--- src/rtl/nos_dac_rx.sv ---
// NOS DAC serial receiver: oversamples bck/data_l/data_r/le on clk and
// recovers each latched stereo sample as one MSB-aligned 64-bit word.
module nos_dac_rx #(
  parameter int SYNC_STAGES = 2,
  parameter int MAX_BITS    = 24
) (
  input  logic        clk,
  input  logic        reset,
  input  logic        bck_in,
  input  logic        data_l_in,
  input  logic        data_r_in,
  input  logic        le_in,
  input  logic [1:0]  nos_bitnum,
  output logic [63:0] data,
  output logic        valid,
  output logic        frame_err,
  output logic [5:0]  bit_count
);

  typedef enum logic [1:0] {IDLE, SHIFT, LATCH} state_t;

  // Lane order inside each sync stage: [0]=bck [1]=data_l [2]=data_r [3]=le
  logic [SYNC_STAGES-1:0][3:0] r_sync_p0;
  logic [3:0]                  w_sync;
  logic                        r_prev_bck_p0, r_prev_le_p0;
  logic                        w_bck_rise, w_le_rise;
  logic                        r_bck_rise_p1, r_le_rise_p1, r_bit_l_p1, r_bit_r_p1;
  state_t                      r_state, w_state_nxt;
  logic [5:0]                  r_cnt, w_cnt_nxt;
  logic [1:0]                  r_nos;
  logic [MAX_BITS-1:0]         r_sr_l, r_sr_r;
  logic                        w_shift, w_load_nos, w_latch;
  logic [5:0]                  w_n;
  logic [63:0]                 r_data_p2;
  logic                        r_valid_p2, r_err_p2;
  logic [5:0]                  r_bit_count_p2;

  function automatic logic [5:0] decode_n(input logic [1:0] nos);
    case (nos)
      2'd0:    return 6'd16;
      2'd1:    return 6'd18;
      2'd2:    return 6'd20;
      default: return 6'd24;
    endcase
  endfunction

  // Keep the low n bits of the shift register and left-justify them in 32 bits.
  function automatic logic [31:0] pack_word(input logic [MAX_BITS-1:0] sr, input logic [5:0] n);
    logic [31:0] w;
    w = 32'(sr) & ((32'd1 << n) - 32'd1);
    return w << (6'd32 - n);
  endfunction

  function automatic logic [5:0] sat_inc(input logic [5:0] cnt);
    return (cnt == 6'd63) ? cnt : cnt + 6'd1;
  endfunction

  assign w_sync     = r_sync_p0[SYNC_STAGES-1];
  assign w_bck_rise = w_sync[0] & ~r_prev_bck_p0;
  assign w_le_rise  = w_sync[3] & ~r_prev_le_p0;
  assign w_n        = decode_n(r_nos);

  always_comb begin
    w_state_nxt = r_state;
    w_cnt_nxt   = r_cnt;
    w_shift     = 1'b0;
    w_load_nos  = 1'b0;
    w_latch     = 1'b0;
    case (r_state)
      IDLE: begin
        if (r_bck_rise_p1) begin
          w_shift     = 1'b1;
          w_load_nos  = 1'b1;
          w_cnt_nxt   = 6'd1;
          w_state_nxt = r_le_rise_p1 ? LATCH : SHIFT;
        end else if (r_le_rise_p1) begin
          w_cnt_nxt   = 6'd0;
          w_state_nxt = LATCH;
        end
      end
      SHIFT: begin
        if (r_bck_rise_p1) begin
          w_shift   = 1'b1;
          w_cnt_nxt = sat_inc(r_cnt);
        end
        if (r_le_rise_p1) w_state_nxt = LATCH;
      end
      LATCH: begin
        w_latch = 1'b1;
        // A bit arriving during the latch cycle opens the next frame.
        if (r_bck_rise_p1) begin
          w_shift     = 1'b1;
          w_load_nos  = 1'b1;
          w_cnt_nxt   = 6'd1;
          w_state_nxt = SHIFT;
        end else begin
          w_cnt_nxt   = 6'd0;
          w_state_nxt = IDLE;
        end
      end
      default: w_state_nxt = IDLE;
    endcase
  end

  always_ff @(posedge clk) begin
    if (reset) begin
      r_sync_p0      <= '0;
      r_prev_bck_p0  <= 1'b0;
      r_prev_le_p0   <= 1'b0;
      r_bck_rise_p1  <= 1'b0;
      r_le_rise_p1   <= 1'b0;
      r_bit_l_p1     <= 1'b0;
      r_bit_r_p1     <= 1'b0;
      r_state        <= IDLE;
      r_cnt          <= 6'd0;
      r_nos          <= 2'd0;
      r_sr_l         <= '0;
      r_sr_r         <= '0;
      r_data_p2      <= 64'd0;
      r_valid_p2     <= 1'b0;
      r_err_p2       <= 1'b0;
      r_bit_count_p2 <= 6'd0;
    end else begin
      // p0: synchronizers and previous-value flops
      r_sync_p0     <= {r_sync_p0[SYNC_STAGES-2:0], {le_in, data_r_in, data_l_in, bck_in}};
      r_prev_bck_p0 <= w_sync[0];
      r_prev_le_p0  <= w_sync[3];
      // p1: registered edge strobes with the data bits sampled on bck_rise
      r_bck_rise_p1 <= w_bck_rise;
      r_le_rise_p1  <= w_le_rise;
      r_bit_l_p1    <= w_sync[1];
      r_bit_r_p1    <= w_sync[2];
      // p2: frame state machine, shift registers and output word
      r_state <= w_state_nxt;
      r_cnt   <= w_cnt_nxt;
      if (w_load_nos) r_nos <= nos_bitnum;
      if (w_shift) begin
        r_sr_l <= {r_sr_l[MAX_BITS-2:0], r_bit_l_p1};
        r_sr_r <= {r_sr_r[MAX_BITS-2:0], r_bit_r_p1};
      end
      r_valid_p2 <= w_latch;
      r_err_p2   <= w_latch & (r_cnt < w_n);
      if (w_latch) begin
        r_data_p2      <= {pack_word(r_sr_l, w_n), pack_word(r_sr_r, w_n)};
        r_bit_count_p2 <= r_cnt;
      end
    end
  end

  assign data      = r_data_p2;
  assign valid     = r_valid_p2;
  assign frame_err = r_err_p2;
  assign bit_count = r_bit_count_p2;

endmodule

--- config.mk ---
export PLATFORM = sky130hd
export DESIGN_NAME = nos_dac_rx
export DESIGN_NICKNAME = d
export VERILOG_FILES = /design/src/rtl/nos_dac_rx.sv
export SDC_FILE = /design/constraint.sdc
export NUM_CORES = 1
export LEC_CHECK = 0
export CAP_MARGIN = 30
export CORE_MARGIN = 1
export CORE_UTILIZATION = 45
export CTS_CLUSTER_SIZE = 20
export DETAILED_ROUTE_END_ITERATION = 12
export PLACE_DENSITY = 0.7
export SYNTH_ARGS = -nofsm -noshare
export SYNTH_HDL_FRONTEND = slang
export SYNTH_SLANG_ARGS = --single-unit
--- constraint.sdc ---
create_clock -name clk -period 2.46 [get_ports clk]
set_input_delay 0.492 -clock clk [delete_from_list [all_inputs] [get_ports clk]]
set_output_delay 0.492 -clock clk [all_outputs]
set_load 0.05 [all_outputs]
==> results.toml, run 1 <==
[clock_network]
cts_buffers = 17
post_cts_resized = 0
clk_pin_slew_ns = 0.06
cts_sinks = 144
holdBufCountCts = 0
htreeDepth = 4
cts_tree = "built"
post_cts_buffers = 0
worstSkewPairLatency_ns = 0.42
cts_buffer_depth = 2
root_buffer = "clkbuf_16"

[yosys]
synth-seq-cells = 144
ys_warn_count = 0
postSynthCellCount = 730
async_reset_ff_share_pct = 0
synth_edf_count = 0
netlist_area_mm2 = 0.00622
synth-main-ff-cell = "dfxtp_1"
yosysSeqAreaShare_pct = 46.3
synth_cell_types = 50
synth_area_per_cell_um2 = 8.53
synth_nets = 747

[setup_path]
critPathMaxStageDelay_ns = 0.49
end_kind = "flip-flop"
path_cells = "inv_1 > ha_2 > buf_4 > mux2i_1 > mux2i_1 > o22ai_1 > nor2_1"
arrival_ns = 2.52
cp_slowest_cell = "mux2i_1"
worstSetupPathType = "reg2reg"
critPathMaxFanout = 34
cp_top_family = "multiplexers"
worst_path_most_repeated_cell = "mux2i_1"
start_kind = "flip-flop"
crit_required_ns = 2.77
crit_buf_inv = 2

[power_and_ir_drop]
max-vdd-ir-drop_mv = 0.470
p_sw_share_pct = 22.0
power_switching_mw = 1.13
total_power_mw = 5.15
power_density_mw_per_mm2 = 672
power_frac_comb_pct = 4.7
leakagePower_nw = 2.68
p_seq_share_pct = 45.9
cellInternalPower_mw = 4.02
p_clk_share_pct = 49.4

[layout]
syn_to_final_growth_pct = 23.1
antenna_cells = 0
utilization_pct = 57.4
layout-drive-gt1-share_pct = 6.99
mostFrequentLayoutCell = "dfxtp_1"
fin_nets = 805
final_cell_mix = "144 x dfxtp_1, 135 x nand2_1, 82 x a21oi_1, 78 x clkdlybuf4s50_1, 52 x mux2i_1"

[timing]
slew_viol_final = 0
rsz0062_at_grt = "false"
hold_violations = 0
fin_setup_tns_ns = 0
min_period_ns = 2.21
finalCritPeriodShare_pct = 90.0
slew_headroom_pct = 54.8
fmax_ghz = 0.451
clock-skew-final_ns = 0.00686
worst_slew_pin_slew_ns = 0.678
setup_violations = 0

[floorplan]
die_height_um = 120
die-area_mm2 = 0.0143
initial_core_util_pct = 46.6
io_pins = 80
design.core.area_mm2 = 0.0133
die_w_um = 120
rows = 42

[grt]
grt_antenna_before_repair = 0
grt_pass1_vias = 4971
grt_pass1_wl_mm = 25.7
grt_max_degree = 99
gr-total-overflow = 0
grt_usage_pct = 23.0

[run_status]
status = "finished, final reports clean"

[placement]
place.gp.congestion = 1.03
port_buffers = 79
dp_hpwl_mm = 11.1

[route]
routed-via-count = 5516
drt_pass1_iterations = 5
antenna_left = 0
drt_iter0_drc = 641
remaining_drc_errors = 0
wl_mm = 15.9
wl_per_cell_um = 16.3
avgViaCountPerCell = 5.65

[hold_path]
hp-class = "reg2reg"

[run]
cap_violations = 0
==> registers in the layout, summed over array words and instances, names as in the netlist <==
signal and count:
r_nos 2, w_sync 4, r_sync_p0 4, r_bck_rise_p1 1, r_prev_bck_p0 1, r_state 2
r_sr_l 24, data 64, r_bit_l_p1 1, bit_count 6, valid 1, r_cnt 6
r_bit_r_p1 1, frame_err 1, r_sr_r 24, r_prev_le_p0 1, r_le_rise_p1 1
==> metal layers <==
metal / share of wire [%] / GRT usage, % / vias up
met5: 0 / 0 / -
met4: 3.0 / 12.5 / 0
met3: 6.4 / 4.75 / 35
met2: 45 / 35.2 / 225
met1: 45 / 30.3 / 2586
li1: - / - / 2670
==> cells in the mapped netlist (2+ instances only) <==
cell / number / area share [%]
a21oi_1: 82 / 6.6
buf_2: 22 / 1.8
nor3_1: 15 / 1.2
mux2_2: 2 / 0.36
o21ai_0: 37 / 3.0
and3_1: 19 / 1.9
nor3b_1: 2 / 0.24
nand2_1: 135 / 8.1
a21o_1: 2 / 0.24
nor2_1: 46 / 2.8
o32ai_1: 2 / 0.28
o22ai_1: 15 / 1.5
and2_1: 3 / 0.30
buf_4: 2 / 0.24
mux2i_1: 52 / 8.4
dfxtp_1: 144 / 46
a211oi_1: 6 / 0.72
o211ai_1: 4 / 0.48
buf_1: 6 / 0.36
nand3_1: 10 / 0.80
o2bb2ai_1: 5 / 0.70
a32o_1: 3 / 0.48
a22oi_1: 15 / 1.8
nand2b_1: 7 / 0.70
a31oi_1: 4 / 0.40
a221oi_1: 6 / 0.84
nand4b_1: 2 / 0.28
inv_1: 8 / 0.48
nand3b_1: 3 / 0.36
nor2b_1: 20 / 2.0
a221oi_2: 2 / 0.48
clkbuf_1: 20 / 1.2
buf_6: 4 / 0.72
ha_1: 9 / 1.8
==> cell type report <==
| cell class | instances | area, µm² |
|---|---|---|
| clock inverters | 11 | 140 |
| fillers | 1190 | 5690 |
| inverters | 10 | 37.5 |
| well taps | 176 | 220 |
| flip-flops and latches | 144 | 2880 |
| multi-input cells | 521 | 3030 |
| clock buffers | 21 | 440 |
| repair buffers | 94 | 911 |
==> worst register-to-register path: cells and delay by family (launching register included) <==
family | cells | cell delay (ns)
buf+inv | 2 | 0.50
simple gates | 1 | 0.08
fa+ha+maj | 1 | 0.22
flops | 1 | 0.33
compound gates | 1 | 0.24
mux | 2 | 0.73
==> kinds of logic (layout without fill, tap and decap cells) <==
kind of cell	after synthesis	count (layout)	synth area share, %
and+or+nand+nor	268	268	19.5
buffers and inverters	65	136	5.15
DFF	144	144	46.3
adders and majority gates	9	9	1.81
xor gates and xnor gates	1	1	0.141
AOI/OAI and AO/OA	189	189	18.4
muxes	54	54	8.72
==> through the flow <==
step / worst slack [ns] / cell area (µm²) / hold WS [ns] / instances
detailed placement: 0.348 / 7080 / 0.378 / 945
floorplan: 0.0905 / 6220 / 0.367 / 730
global placement: 0.380 / 7080 / 0.372 / 945
global route: 0.159 / 7660 / 0.395 / 977
CTS: 0.304 / 7660 / 0.386 / 977
finish: 0.245 / 7660 / 0.383 / 977
==> final timing paths <==
| check | startpoint | end | slack (ns) | cells past startpoint |
|---|---|---|---|---|
| worst min register to register | r_prev_le_p0 | r_le_rise_p1 | 0.38 | 1 |
| worst max-delay path | r_nos[1] | data[55] | 0.25 | 7 |
| worst max register to register | r_nos[1] | data[55] | 0.25 | 7 |
| worst min-delay path | r_prev_le_p0 | r_le_rise_p1 | 0.38 | 1 |
==> power by group through the flow <==
stage | Combinational, mW | Clock [mW] | Sequential, mW
CTS | 0.241 | 2.59 | 2.37
floorplan | 0.140 | 0 | 2.45
global route | 0.260 | 2.69 | 2.37
finish | 0.243 | 2.54 | 2.37
global placement | 0.238 | 0 | 2.42
detailed placement | 0.240 | 0 | 2.42
(Power assumes the default switching activity.)
==> run 2, diff against run 1 <==
- TNS_END_PERCENT: unset -> 5
==> results of run 2 <==
Final layout, timing and power as in run 1 (identical DEF).
==> run 3, diff against run 2 <==
- ABC_AREA: unset -> 1
- PLACE_DENSITY: 0.7 -> 0.69
- SETUP_SLACK_MARGIN: unset -> 0.15
==> results.toml, run 3 <==
[run_status]
status = "finished, final reports clean"

[timing]
hold_violations = 0
slew_headroom_pct = 64.8
slew_viol_final = 0
min_period_ns = 2.13
rsz0062_at_grt = "false"
clock-skew-final_ns = 0.00725
worst_slack_ns = 0.331
finalCritPeriodShare_pct = 86.5
fin_setup_tns_ns = 0
worst_slew_pin_slew_ns = 0.527
setup_violations = 0
fmax_ghz = 0.470

[setup_path]
arrival_ns = 1.64
path_cells = "clkdlybuf4s50_1"
start_kind = "flip-flop"
crit_required_ns = 1.97
critPathMaxStageDelay_ns = 0.83
cp_top_family = "buffers and inverters"
worstSetupPathType = "reg2out"
cp_slowest_cell = "clkdlybuf4s50_1"
critPathMaxFanout = 2
end_kind = "output port"
crit_buf_inv = 1

[grt]
grt_max_degree = 97
grt_usage_pct = 22.5
grt_pass1_wl_mm = 26.0
gr-total-overflow = 0
grt_pass1_vias = 5344
grt_antenna_before_repair = 0

[layout]
mostFrequentLayoutCell = "nand2_1"
syn_to_final_growth_pct = 23.3
final_cell_mix = "201 x nand2_1, 144 x dfxtp_1, 115 x nand3_1, 92 x nor2_1, 87 x inv_1"
fin_nets = 987
antenna_cells = 0
layout-drive-gt1-share_pct = 6.00
largest_register_ff_count = 64

[floorplan]
design.core.area_mm2 = 0.0139
die-area_mm2 = 0.0148
rows = 43
initial_core_util_pct = 46.4
die_w_um = 122
die_height_um = 122
io_pins = 80

[yosys]
ys_warn_count = 0
postSynthCellCount = 917
synth_top_area_share_pct = 44.6
synth_cell_types = 29
synth-seq-cells = 144
synth_edf_count = 0
synth_area_per_cell_um2 = 7.05
synth_nets = 934
synth.area.top_cells = "dfxtp_1 45%, nand2_1 12%, nand3_1 8.9%, o21ai_0 6.4%, a21oi_1 6.4%"
yosysTopAreaCell = "dfxtp_1"
yosysSeqAreaShare_pct = 44.6
async_reset_ff_share_pct = 0
yosys-top-cells-count = "201 x nand2_1, 144 x dfxtp_1, 115 x nand3_1"
netlist_area_mm2 = 0.00646
synth.most_common_cell = "nand2_1"
synth-main-ff-cell = "dfxtp_1"

[route]
wl_mm = 16.1
avgViaCountPerCell = 5.18
antenna_left = 0
drt_iter0_drc = 428
remaining_drc_errors = 0
wl_per_cell_um = 13.8
drt_pass1_iterations = 5
routed-via-count = 6025

[clock_network]
htreeDepth = 4
cts_buffer_depth = 2
root_buffer = "clkbuf_16"
cts_buffers = 17
cts_tree = "built"
cts_sinks = 144
holdBufCountCts = 0
post_cts_buffers = 0
post_cts_resized = 0
clk_pin_slew_ns = 0.06
worstSkewPairLatency_ns = 0.42

[placement]
place.gp.congestion = 0.824
port_buffers = 79
dp_slack_ns = 0.399
dp_hpwl_mm = 10.9

[hold_path]
hp-class = "reg2reg"

[power_and_ir_drop]
leakagePower_nw = 3.11
power_density_mw_per_mm2 = 707
max-vdd-ir-drop_mv = 0.688

[run]
cap_violations = 0
[run 3: cell count changes after synthesis, sizes merged, moves of 48 or more]
cell   previous run  this run
nand2           136       203
mux2i            52         0
inv               9        92
nand3            10       116
o21ai            37        86
nor2             47        95
[run 3: layout make-up]
type                    instances  area (µm²)
clock buffers                  18         429
multi-input cells             620        2910
repair buffers                 94         936
inverters                      93         349
clock inverters                14         228
well taps                     180         225
fillers                      1343        5970
flip-flops and latches        144        2880
[run 3: routing by layer]
layer	wire [µm]	global-route usage, %	vias to the layer above
li1	-	-	3092
met1	7400	28.7	2780
met2	7650	37.0	131
met3	759	5.52	22
met4	249	7.64	0
met5	0	0	-
[run 3: logic make-up after synthesis]
group	Yosys count	share of synthesized area [%]
adder cells (fa/ha/maj)	9	1.74
flip-flops	144	44.6
AND/OR/NAND/NOR	417	27.3
buffers and inverters	153	10.3
AO/OA/AOI/OAI	194	16.1
[run 3: worst paths after layout]
check                                  start           end  slack [ns]  cells past startpoint
worst max register to register      r_nos[1]      data[26]        0.37                     11
worst max-delay path                data[57]      data[57]        0.33                      1
worst min-delay path            r_prev_le_p0  r_le_rise_p1        0.39                      1
worst min register to register  r_prev_le_p0  r_le_rise_p1        0.39                      1
[run 3: where the power goes]
part           total [mW]  internal [mW]  switching [mW]
clock network        2.85           1.82            1.04
logic               0.362          0.114           0.249
registers            2.42           2.38          0.0367
[run 3: stage by stage]
| stage | instance area [µm²] | power (mW) | hold slack [ns] | utilization (%) | std cells |
|---|---|---|---|---|---|
| floorplan | 6460 | 2.74 | 0.374 | - | 917 |
| global placement | 7310 | 2.82 | 0.387 | 52.4 | 1131 |
| detailed placement | 7310 | 2.83 | 0.384 | 52.4 | 1131 |
| CTS | 7960 | 5.67 | 0.397 | 57.2 | 1163 |
| global route | 7960 | 5.82 | 0.405 | 57.2 | 1163 |
| finish | 7960 | 5.63 | 0.394 | 57.2 | 1163 |
